## config.mk

```make
export PLATFORM = sky130hd
export DESIGN_NAME = czono_affine_image
export DESIGN_NICKNAME = d
export VERILOG_FILES = /design/src/rtl/czono_affine_image.sv
export SDC_FILE = /design/constraint.sdc
export NUM_CORES = 2
export LEC_CHECK = 0
export CORE_UTILIZATION = 35
export DETAILED_ROUTE_END_ITERATION = 8
export PLACE_DENSITY_LB_ADDON = 0.25
export SLEW_MARGIN = 40
export SYNTH_ARGS = -nofsm -noshare
export SYNTH_HDL_FRONTEND = slang
export SYNTH_SLANG_ARGS = --single-unit
export TNS_END_PERCENT = 10
```

## constraint.sdc

```tcl
create_clock -name clk_i -period 82.9 [get_ports clk_i]
set_input_delay 16.58 -clock clk_i [delete_from_list [all_inputs] [get_ports clk_i]]
set_output_delay 16.58 -clock clk_i [all_outputs]
set_load 0.05 [all_outputs]
```

## src/rtl/czono_affine_image.sv

```systemverilog
// czono_affine_image: affine image of a constrained zonotope, c' = R*c (+ t), G' = R*G.
// One float multiply-add per cycle; accumulator kept in FloPoCo format (exn,sign,exp,frac).
module czono_affine_image #(
   parameter int NMAX       = 3,
   parameter int NRMAX      = 3,
   parameter int NGMAX      = 15,
   parameter int NCMAX      = 12,
   parameter int DATA_WIDTH = 32
) (
   input  logic                         clk_i,
   input  logic                         rst_i,
   input  logic                         start_i,
   input  logic                         affine_i,
   input  logic [$clog2(NMAX+1)-1:0]    n_i,
   input  logic [$clog2(NMAX+1)-1:0]    rn_i,
   input  logic [$clog2(NRMAX+1)-1:0]   nr_i,
   input  logic [$clog2(NGMAX+1)-1:0]   ng_i,
   input  logic [$clog2(NCMAX+1)-1:0]   nc_i,
   output logic [$clog2(NRMAX)-1:0]     rd_row_o,
   output logic [$clog2(NMAX)-1:0]      rd_k_o,
   output logic [$clog2(NGMAX)-1:0]     rd_gen_o,
   input  logic [DATA_WIDTH-1:0]        r_data_i,
   input  logic [DATA_WIDTH-1:0]        zc_data_i,
   input  logic [DATA_WIDTH-1:0]        zg_data_i,
   input  logic [DATA_WIDTH-1:0]        t_data_i,
   output logic                         wr_en_o,
   output logic                         wr_sel_o,
   output logic [$clog2(NRMAX)-1:0]     wr_row_o,
   output logic [$clog2(NGMAX)-1:0]     wr_col_o,
   output logic [DATA_WIDTH-1:0]        wr_data_o,
   output logic                         busy_o,
   output logic                         done_o,
   output logic                         err_o,
   output logic [$clog2(NRMAX+1)-1:0]   out_n_o,
   output logic [$clog2(NGMAX+1)-1:0]   out_ng_o,
   output logic [$clog2(NCMAX+1)-1:0]   out_nc_o
);

   localparam int NW  = $clog2(NMAX+1);
   localparam int RW  = $clog2(NRMAX+1);
   localparam int GW  = $clog2(NGMAX+1);
   localparam int CW  = $clog2(NCMAX+1);
   localparam int RIW = $clog2(NRMAX);
   localparam int KIW = $clog2(NMAX);
   localparam int GIW = $clog2(NGMAX);
   localparam int FW  = DATA_WIDTH + 2;

   if (DATA_WIDTH != 32) begin : g_bad_width
      $error("czono_affine_image: DATA_WIDTH must be 32");
   end

   typedef logic [FW-1:0] fp_t;
   typedef enum logic [2:0] {
      S_IDLE, S_CHECK, S_MAC, S_FLUSH, S_DONE
   } state_t;

   localparam fp_t FP_ZERO = '0;
   localparam fp_t FP_NAN  = {2'b11, 32'd0};
   localparam logic [GW-1:0]  ONE_G = GW'(1);
   localparam logic [RIW-1:0] ONE_R = RIW'(1);
   localparam logic [KIW-1:0] ONE_K = KIW'(1);

   // exn: 00 zero, 01 normal, 10 inf, 11 nan; subnormal inputs flush to zero
   function automatic fp_t ieee2fp(input logic [31:0] x);
      logic [1:0] ex;
      if (x[30:23] == 8'd0)
         ex = 2'b00;
      else if (x[30:23] == 8'hFF)
         ex = (x[22:0] == 23'd0) ? 2'b10 : 2'b11;
      else
         ex = 2'b01;
      return {ex, x};
   endfunction

   function automatic logic [31:0] fp2ieee(input fp_t y);
      case (y[33:32])
         2'b00:   return {y[31], 31'd0};
         2'b01:   return y[31:0];
         2'b10:   return {y[31], 8'hFF, 23'd0};
         default: return {1'b0, 8'hFF, 23'h400000};
      endcase
   endfunction

   // round to nearest even, then range-check the 11-bit two's-complement exponent
   function automatic fp_t round_pack(input logic s, input logic [10:0] e,
                                      input logic [22:0] m, input logic g,
                                      input logic st);
      logic [23:0] mr;
      logic [10:0] ee;
      mr = {1'b0, m} + 24'(g & (st | m[0]));
      ee = e;
      if (mr[23])
         ee = ee + 11'd1;
      if (ee[10] || ee == 11'd0)
         return {2'b00, s, 31'd0};
      if (ee >= 11'd255)
         return {2'b10, s, 31'd0};
      return {2'b01, s, ee[7:0], mr[22:0]};
   endfunction

   function automatic fp_t fp_mul(input fp_t a, input fp_t b);
      logic        s;
      logic [47:0] p;
      logic [22:0] m;
      logic        g;
      logic        st;
      logic [10:0] e;
      s = a[31] ^ b[31];
      if (a[33:32] == 2'b11 || b[33:32] == 2'b11)
         return FP_NAN;
      if (a[33:32] == 2'b10 || b[33:32] == 2'b10) begin
         if (a[33:32] == 2'b00 || b[33:32] == 2'b00)
            return FP_NAN;
         return {2'b10, s, 31'd0};
      end
      if (a[33:32] == 2'b00 || b[33:32] == 2'b00)
         return {2'b00, s, 31'd0};
      p = 48'({1'b1, a[22:0]}) * 48'({1'b1, b[22:0]});
      e = 11'(a[30:23]) + 11'(b[30:23]) - 11'd127;
      if (p[47]) begin
         m  = p[46:24];
         g  = p[23];
         st = |p[22:0];
         e  = e + 11'd1;
      end else begin
         m  = p[45:23];
         g  = p[22];
         st = |p[21:0];
      end
      return round_pack(s, e, m, g, st);
   endfunction

   function automatic fp_t fp_add(input fp_t a, input fp_t b);
      fp_t         x;
      fp_t         y;
      logic [7:0]  d;
      logic [26:0] mx;
      logic [26:0] my;
      logic [53:0] tmp;
      logic [27:0] sm;
      logic [25:0] mn;
      logic [10:0] e;
      int          lz;
      logic        found;
      if (a[33:32] == 2'b11 || b[33:32] == 2'b11)
         return FP_NAN;
      if (a[33:32] == 2'b10 && b[33:32] == 2'b10)
         return (a[31] != b[31]) ? FP_NAN : a;
      if (a[33:32] == 2'b10)
         return a;
      if (b[33:32] == 2'b10)
         return b;
      if (a[33:32] == 2'b00 && b[33:32] == 2'b00)
         return {2'b00, a[31] & b[31], 31'd0};
      if (a[33:32] == 2'b00)
         return b;
      if (b[33:32] == 2'b00)
         return a;
      if (a[30:0] >= b[30:0]) begin
         x = a;
         y = b;
      end else begin
         x = b;
         y = a;
      end
      d  = x[30:23] - y[30:23];
      mx = {1'b1, x[22:0], 3'b000};
      if (d > 8'd26) begin
         my = 27'd1;
      end else begin
         tmp = {1'b1, y[22:0], 3'b000, 27'd0} >> d;
         my  = {tmp[53:28], tmp[27] | (|tmp[26:0])};
      end
      if (x[31] == y[31])
         sm = {1'b0, mx} + {1'b0, my};
      else
         sm = {1'b0, mx} - {1'b0, my};
      if (sm == 28'd0)
         return FP_ZERO;
      e = {3'b000, x[30:23]};
      if (sm[27]) begin
         mn = {sm[26:2], sm[1] | sm[0]};
         e  = e + 11'd1;
      end else begin
         lz    = 0;
         found = 1'b0;
         for (int i = 26; i >= 0; i--) begin
            if (!found) begin
               if (sm[i])
                  found = 1'b1;
               else
                  lz = lz + 1;
            end
         end
         mn = 26'(sm[26:0] << lz);
         e  = e - 11'(lz);
      end
      return round_pack(x[31], e, mn[25:3], mn[2], |mn[1:0]);
   endfunction

   state_t state_q;
   state_t state_d;

   logic            aff_q;
   logic [NW-1:0]   n_q;
   logic [NW-1:0]   rn_q;
   logic [RW-1:0]   nr_q;
   logic [GW-1:0]   ng_q;
   logic [CW-1:0]   nc_q;
   logic [RIW-1:0]  r_q;
   logic [GW-1:0]   j_q;
   logic [KIW-1:0]  k_q;
   fp_t             acc_q;

   logic            wr_en_q;
   logic            wr_sel_q;
   logic [RIW-1:0]  wr_row_q;
   logic [GIW-1:0]  wr_col_q;
   logic [31:0]     wr_data_q;
   logic            err_q;
   logic [RW-1:0]   out_n_q;
   logic [GW-1:0]   out_ng_q;
   logic [CW-1:0]   out_nc_q;

   logic dim_err;
   logic k_last;
   logic j_last;
   logic r_last;
   fp_t  r_f;
   fp_t  d_f;
   fp_t  t_f;
   fp_t  seed;
   fp_t  sum;

   assign dim_err = (n_q == '0) || (nr_q == '0) || (ng_q == '0) ||
                    (rn_q != n_q) || (int'(n_q) > NMAX) ||
                    (int'(nr_q) > NRMAX) || (int'(ng_q) > NGMAX) ||
                    (int'(nc_q) > NCMAX);

   // j_q == 0 is the center pass, j_q == g+1 is generator column g
   assign k_last = int'(k_q) == int'(n_q) - 1;
   assign j_last = int'(j_q) == int'(ng_q);
   assign r_last = int'(r_q) == int'(nr_q) - 1;

   assign r_f  = ieee2fp(r_data_i);
   assign d_f  = ieee2fp((j_q == '0) ? zc_data_i : zg_data_i);
   assign t_f  = ieee2fp(t_data_i);
   assign seed = (k_q != '0) ? acc_q :
                 ((j_q == '0 && aff_q) ? t_f : FP_ZERO);
   assign sum  = fp_add(seed, fp_mul(r_f, d_f));

   always_ff @(posedge clk_i) begin
      if (rst_i)
         state_q <= S_IDLE;
      else
         state_q <= state_d;
   end

   always_comb begin
      state_d = state_q;
      unique case (state_q)
         S_IDLE:  if (start_i) state_d = S_CHECK;
         S_CHECK: state_d = dim_err ? S_DONE : S_MAC;
         S_MAC:   if (k_last && j_last && r_last) state_d = S_FLUSH;
         S_FLUSH: state_d = S_DONE;
         S_DONE:  state_d = S_IDLE;
         default: state_d = S_IDLE;
      endcase
   end

   always_comb begin
      busy_o   = state_q != S_IDLE;
      done_o   = state_q == S_DONE;
      rd_row_o = '0;
      rd_k_o   = '0;
      rd_gen_o = '0;
      if (state_q == S_MAC) begin
         rd_row_o = r_q;
         rd_k_o   = k_q;
         if (j_q != '0)
            rd_gen_o = GIW'(j_q - ONE_G);
      end
   end

   always_ff @(posedge clk_i) begin
      if (rst_i) begin
         aff_q     <= 1'b0;
         n_q       <= '0;
         rn_q      <= '0;
         nr_q      <= '0;
         ng_q      <= '0;
         nc_q      <= '0;
         r_q       <= '0;
         j_q       <= '0;
         k_q       <= '0;
         acc_q     <= FP_ZERO;
         wr_en_q   <= 1'b0;
         wr_sel_q  <= 1'b0;
         wr_row_q  <= '0;
         wr_col_q  <= '0;
         wr_data_q <= '0;
         err_q     <= 1'b0;
         out_n_q   <= '0;
         out_ng_q  <= '0;
         out_nc_q  <= '0;
      end else begin
         wr_en_q <= 1'b0;
         if (state_q == S_IDLE && start_i) begin
            aff_q <= affine_i;
            n_q   <= n_i;
            rn_q  <= rn_i;
            nr_q  <= nr_i;
            ng_q  <= ng_i;
            nc_q  <= nc_i;
            err_q <= 1'b0;
         end
         if (state_q == S_CHECK) begin
            err_q <= dim_err;
            r_q   <= '0;
            j_q   <= '0;
            k_q   <= '0;
         end
         if (state_q == S_MAC) begin
            if (k_last) begin
               wr_en_q   <= 1'b1;
               wr_sel_q  <= j_q != '0;
               wr_row_q  <= r_q;
               wr_col_q  <= (j_q != '0) ? GIW'(j_q - ONE_G) : '0;
               wr_data_q <= fp2ieee(sum);
               k_q       <= '0;
               if (j_last) begin
                  j_q <= '0;
                  r_q <= r_last ? '0 : r_q + ONE_R;
               end else begin
                  j_q <= j_q + ONE_G;
               end
            end else begin
               acc_q <= sum;
               k_q   <= k_q + ONE_K;
            end
         end
         if (state_d == S_DONE && state_q != S_DONE) begin
            out_n_q  <= nr_q;
            out_ng_q <= ng_q;
            out_nc_q <= nc_q;
         end
      end
   end

   assign wr_en_o   = wr_en_q;
   assign wr_sel_o  = wr_sel_q;
   assign wr_row_o  = wr_row_q;
   assign wr_col_o  = wr_col_q;
   assign wr_data_o = wr_data_q;
   assign err_o     = err_q;
   assign out_n_o   = out_n_q;
   assign out_ng_o  = out_ng_q;
   assign out_nc_o  = out_nc_q;

endmodule

```

# Yosys cells after proc, flatten, opt, wreduce, memory -nomap -nowiden
# Cells that the tools add are included.
# classes
mux,806
n_lt_le_gt_ge,5
multipliers,1
shifts,2
eq_ne,25
n_addsub,44
reduce_logical,48
n_bitwise,10
# op_table
operator,n
two-way mux 32 bit,312
two-way mux 34 bit,40
adder 32 x 2 -> 32 bit (second input constant),26
two-way mux 1 bit,372
two-way mux 11 bit,26
two-way mux 26 bit,9
two-way mux 28 bit,8
two-way mux 27 bit,8
one-hot mux 32 bit (3 select lines),1
two-way mux 23 bit,4
zero test 23 bit,3
>> shifter 54 x 8 -> 54 bit,1
adder 23 x 1 -> 24 bit,2
multiplier 24 x 24 -> 48 bit,1
two-way mux 2 bit,16
left shift 27 x 32 -> 26 bit,1
>= comparator 31 bit,1
adder 27 x 27 -> 28 bit,1
zero test 28 bit,1
subtractor 27 x 27 -> 28 bit,1
OR reduction 27 bit,1
== test 8 bit (second input constant),3
zero test 8 bit,3
two-way mux 4 bit,6
other kinds (44),94
# totals
output_inout_bits,61
in_bits,146
register_bits,111
word_cells,961

# Logic depth before layout (Yosys ltp)
# depth
ltp_word,473
mapped_depth,200
mapped_depth_nobuf,183

# Least setup slack after synthesis
# OpenSTA, ideal clock, no wires.
# synth_timing
kind,input -> register
start,input port zc_data_i[8]
end,register wr_data_q[10] (netlist: wr_data_o[10])
setup_time_ns,0.117
required_time_ns,82.783
setup_slack_ns,29.824
arrival_ns,52.960
path_buffers,11
path_stages,186
cell_sequence,mux2i_1 -> inv_1 -> clkbuf_1 -> and2_1 -> fa_1 -> fa_1 -> inv_1 -> fa_1 -> fa_1 -> inv_1 -> fa_1 -> fa_1 -> inv_1 -> fa_1 -> inv_1 -> ha_1 -> buf_2 -> a21oi_1 -> [150 not listed] -> a21oi_1 -> and2_1 -> a211oi_1 -> and2_1 -> a21oi_1 -> or4_1 -> or4_1 -> o211ai_1 -> nand3_2 -> nor4_4 -> nand4_1 -> or3_1 -> a2111oi_4 -> nor3_4 -> o21a_1 -> and3_1 -> buf_2 -> a22o_1
# synth_rtl
item,line_no,source
from (decl),23,"input logic [DATA_WIDTH-1:0] zc_data_i,"
to (signal assigned),329,wr_data_q <= fp2ieee(sum);
to (decl),219,logic [31:0] wr_data_q;

==> reports/metrics.yaml <==
clock_path_buffers: 2
mostFrequentLayoutCell: "nand2_1"
min_path_type: "reg -> reg"
place_congestion: 0.982
period_share_pct: 72.8
coreArea_um2: 122000
antenna_left: 0
worst_slew_pin_slew_ns: 0.962
worst_path_largest_cell_delay_ns: 0.74
avgRoutedWirePerCell_um: 22.7
arrival_ns: 60.62
status: "finished, final reports clean"
dp.cells: 7429
die_x_um: 354
finalSetupViolations: 0
ys_warn_count: 0
finalNetCount: 6765
overflow: 0
cts_max_level: 3
first_pass_iters: 6
first_global_vias: 42722
synth_nets: 6769
crit_type: "in -> reg"
cp-end-kind: "flip-flop"
antenna_found_initial: 1
required_ns: 83.17
seq_area_frac_synth_pct: 5.13
final_cell_mix: "nand2_1, inv_1, fa_1, nor2_1, ha_1"
slowest_stage: "clkinv_1"
cts_tree: "built"
hold_violations: 0
stdcell_count: 7445
grt_max_degree: 78
fin_util_pct: 38.7
cts_resized: 0
post-route-min-period_ns: 60.35
io_buffers: 206
path_common_cell: "ha_1"
drt_iter0_drc: 4373
cts_root_buffer: "clkbuf_16"
skew_ns: 0.0155
insertion_delay_ns: 0.37
initial_utilization_pct: 35.4
drive_gt1_share_pct: 5.43
syn_inst: 5820
ys_ff_latch: 111
drc_errors: 0
cts_buffers: 9
vias: 43523
grt_setup_unrepaired: "false"
dieArea_um2: 125000
row_count: 128
io_pins: 207
synth_cell_type_count: 127
fillers: 12953
grt_pass1_wl_um: 260000
synth_area_um2: 43300
holdWs_ns: 0.448
die_height_um: 354
critPathLaunchType: "input pin"
slew_violations: 0
seq_area_um2: 2220
grt_usage_pct: 26.3
path_max_fanout: 76
via_per_inst: 5.85
antenna_cells: 0
ctsHoldBuffers: 0
synth_edf_count: 0
max_slew_margin_pct: 35.9
cts_sinks: 111
ys_async_sr_fraction_pct: 0
tns_ns: 0
drv_cap: 0
post_cts_buffers: 0
synth_top_flop_cell: "dfxtp_1"
detailed_place_hpwl_um: 134000
multi_input_area_um2: 37400
wl_um: 169000
area_growth_syn_to_layout_pct: 9.18
syn_area_per_cell_um2: 7.44
cts.clk_slew.worst_paths_ns: 0.07
fmax_mhz: 16.6
-- flip-flops by register name (all words and copies together), names as in the netlist, 3 cells and up --
name       cells
j_q            4
ng_q           4
nc_q           4
out_nc_o       4
acc_q         34
state_q        3
wr_data_o     32
wr_col_o       4
out_ng_o       4
-- per-layer routing --
| metal | part of all wire (%) | up-vias | GRT usage (%) |
|---|---|---|---|
| met5 | 0 | - | 0 |
| met4 | 3.3 | 0 | 8.02 |
| met3 | 7.4 | 246 | 3.09 |
| met2 | 45 | 1845 | 42.5 |
| met1 | 44 | 21509 | 36.6 |
| li1 | - | 19923 | - |
-- per-stage QoR --
stage / setup WS [ns] / instance area (um^2)
after floorplan: 29.82 / 43300
after detailed placement: 22.76 / 47000
after global routing: 19.53 / 47300
after global placement: 22.32 / 46900
final: 22.55 / 47300
after CTS: 23.00 / 47200
-- layout make-up --
| cell class | count | area share (%) |
|---|---|---|
| Clock buffer | 9 | 0.476 |
| Sequential cell | 111 | 4.70 |
| Multi-Input combinational cell | 4700 | 79.1 |
| Clock inverter | 6 | 0.114 |
| Timing Repair Buffer | 299 | 5.82 |
| Tap cell | 1625 | 4.30 |
| Inverter | 695 | 5.52 |
-- critical path: cells and delay by family --
family	cells	cell delay, ns
AND/OR/NAND/NOR	41	9.24
multiplexers	14	3.59
buffers and inverters	18	4.10
AO/OA/AOI/OAI	70	13.57
adder cells (fa/ha/maj)	36	12.74
XOR/XNOR	3	0.59
-- Yosys cell counts (48+ instances only) --
| cell | number | area (um^2) |
|---|---|---|
| and3_1 | 48 | 300 |
| a21oi_1 | 303 | 1520 |
| nand4_1 | 72 | 450 |
| nand2_1 | 785 | 2950 |
| nor3_1 | 121 | 606 |
| clkbuf_1 | 245 | 920 |
| xor2_1 | 90 | 788 |
| o211ai_1 | 59 | 443 |
| ha_1 | 318 | 3980 |
| xnor2_1 | 136 | 1190 |
| nor4_1 | 60 | 375 |
| inv_1 | 683 | 2560 |
| o21ai_1 | 50 | 250 |
| nand3_1 | 144 | 721 |
| a21o_1 | 71 | 533 |
| nor2_1 | 467 | 1750 |
| dfxtp_1 | 111 | 2220 |
| mux2i_1 | 92 | 921 |
| a31oi_1 | 66 | 413 |
| fa_1 | 485 | 9710 |
| o21ai_0 | 221 | 1110 |
| and2_1 | 250 | 1560 |
-- kinds of logic (layout without fill, tap and decap cells) --
family / count (synthesis) / after routing / share of synthesized area, %
and+or+nand+nor: 2221 / 2221 / 24.9
AOI/OAI and AO/OA: 1287 / 1287 / 20.3
buffers and inverters: 1009 / 1009 / 9.00
adders and majority gates: 806 / 806 / 31.7
xor gates and xnor gates: 239 / 239 / 5.16
muxes: 147 / 147 / 3.85
DFF: 111 / 111 / 5.13
-- worst paths after layout --
path,startpoint,to,cells after the start,slack [ns]
hold / removal,wr_data_o[12],wr_data_o[12],2,0.45
setup reg to reg,j_q[0],wr_data_o[19],185,37.27
hold reg to reg,wr_data_o[12],wr_data_o[12],2,0.45
setup / recovery,zc_data_i[8],wr_data_o[19],182,22.55
Power is not shown: default switching activity piles up to over one toggle a cycle in this logic, so the estimate is an artifact.
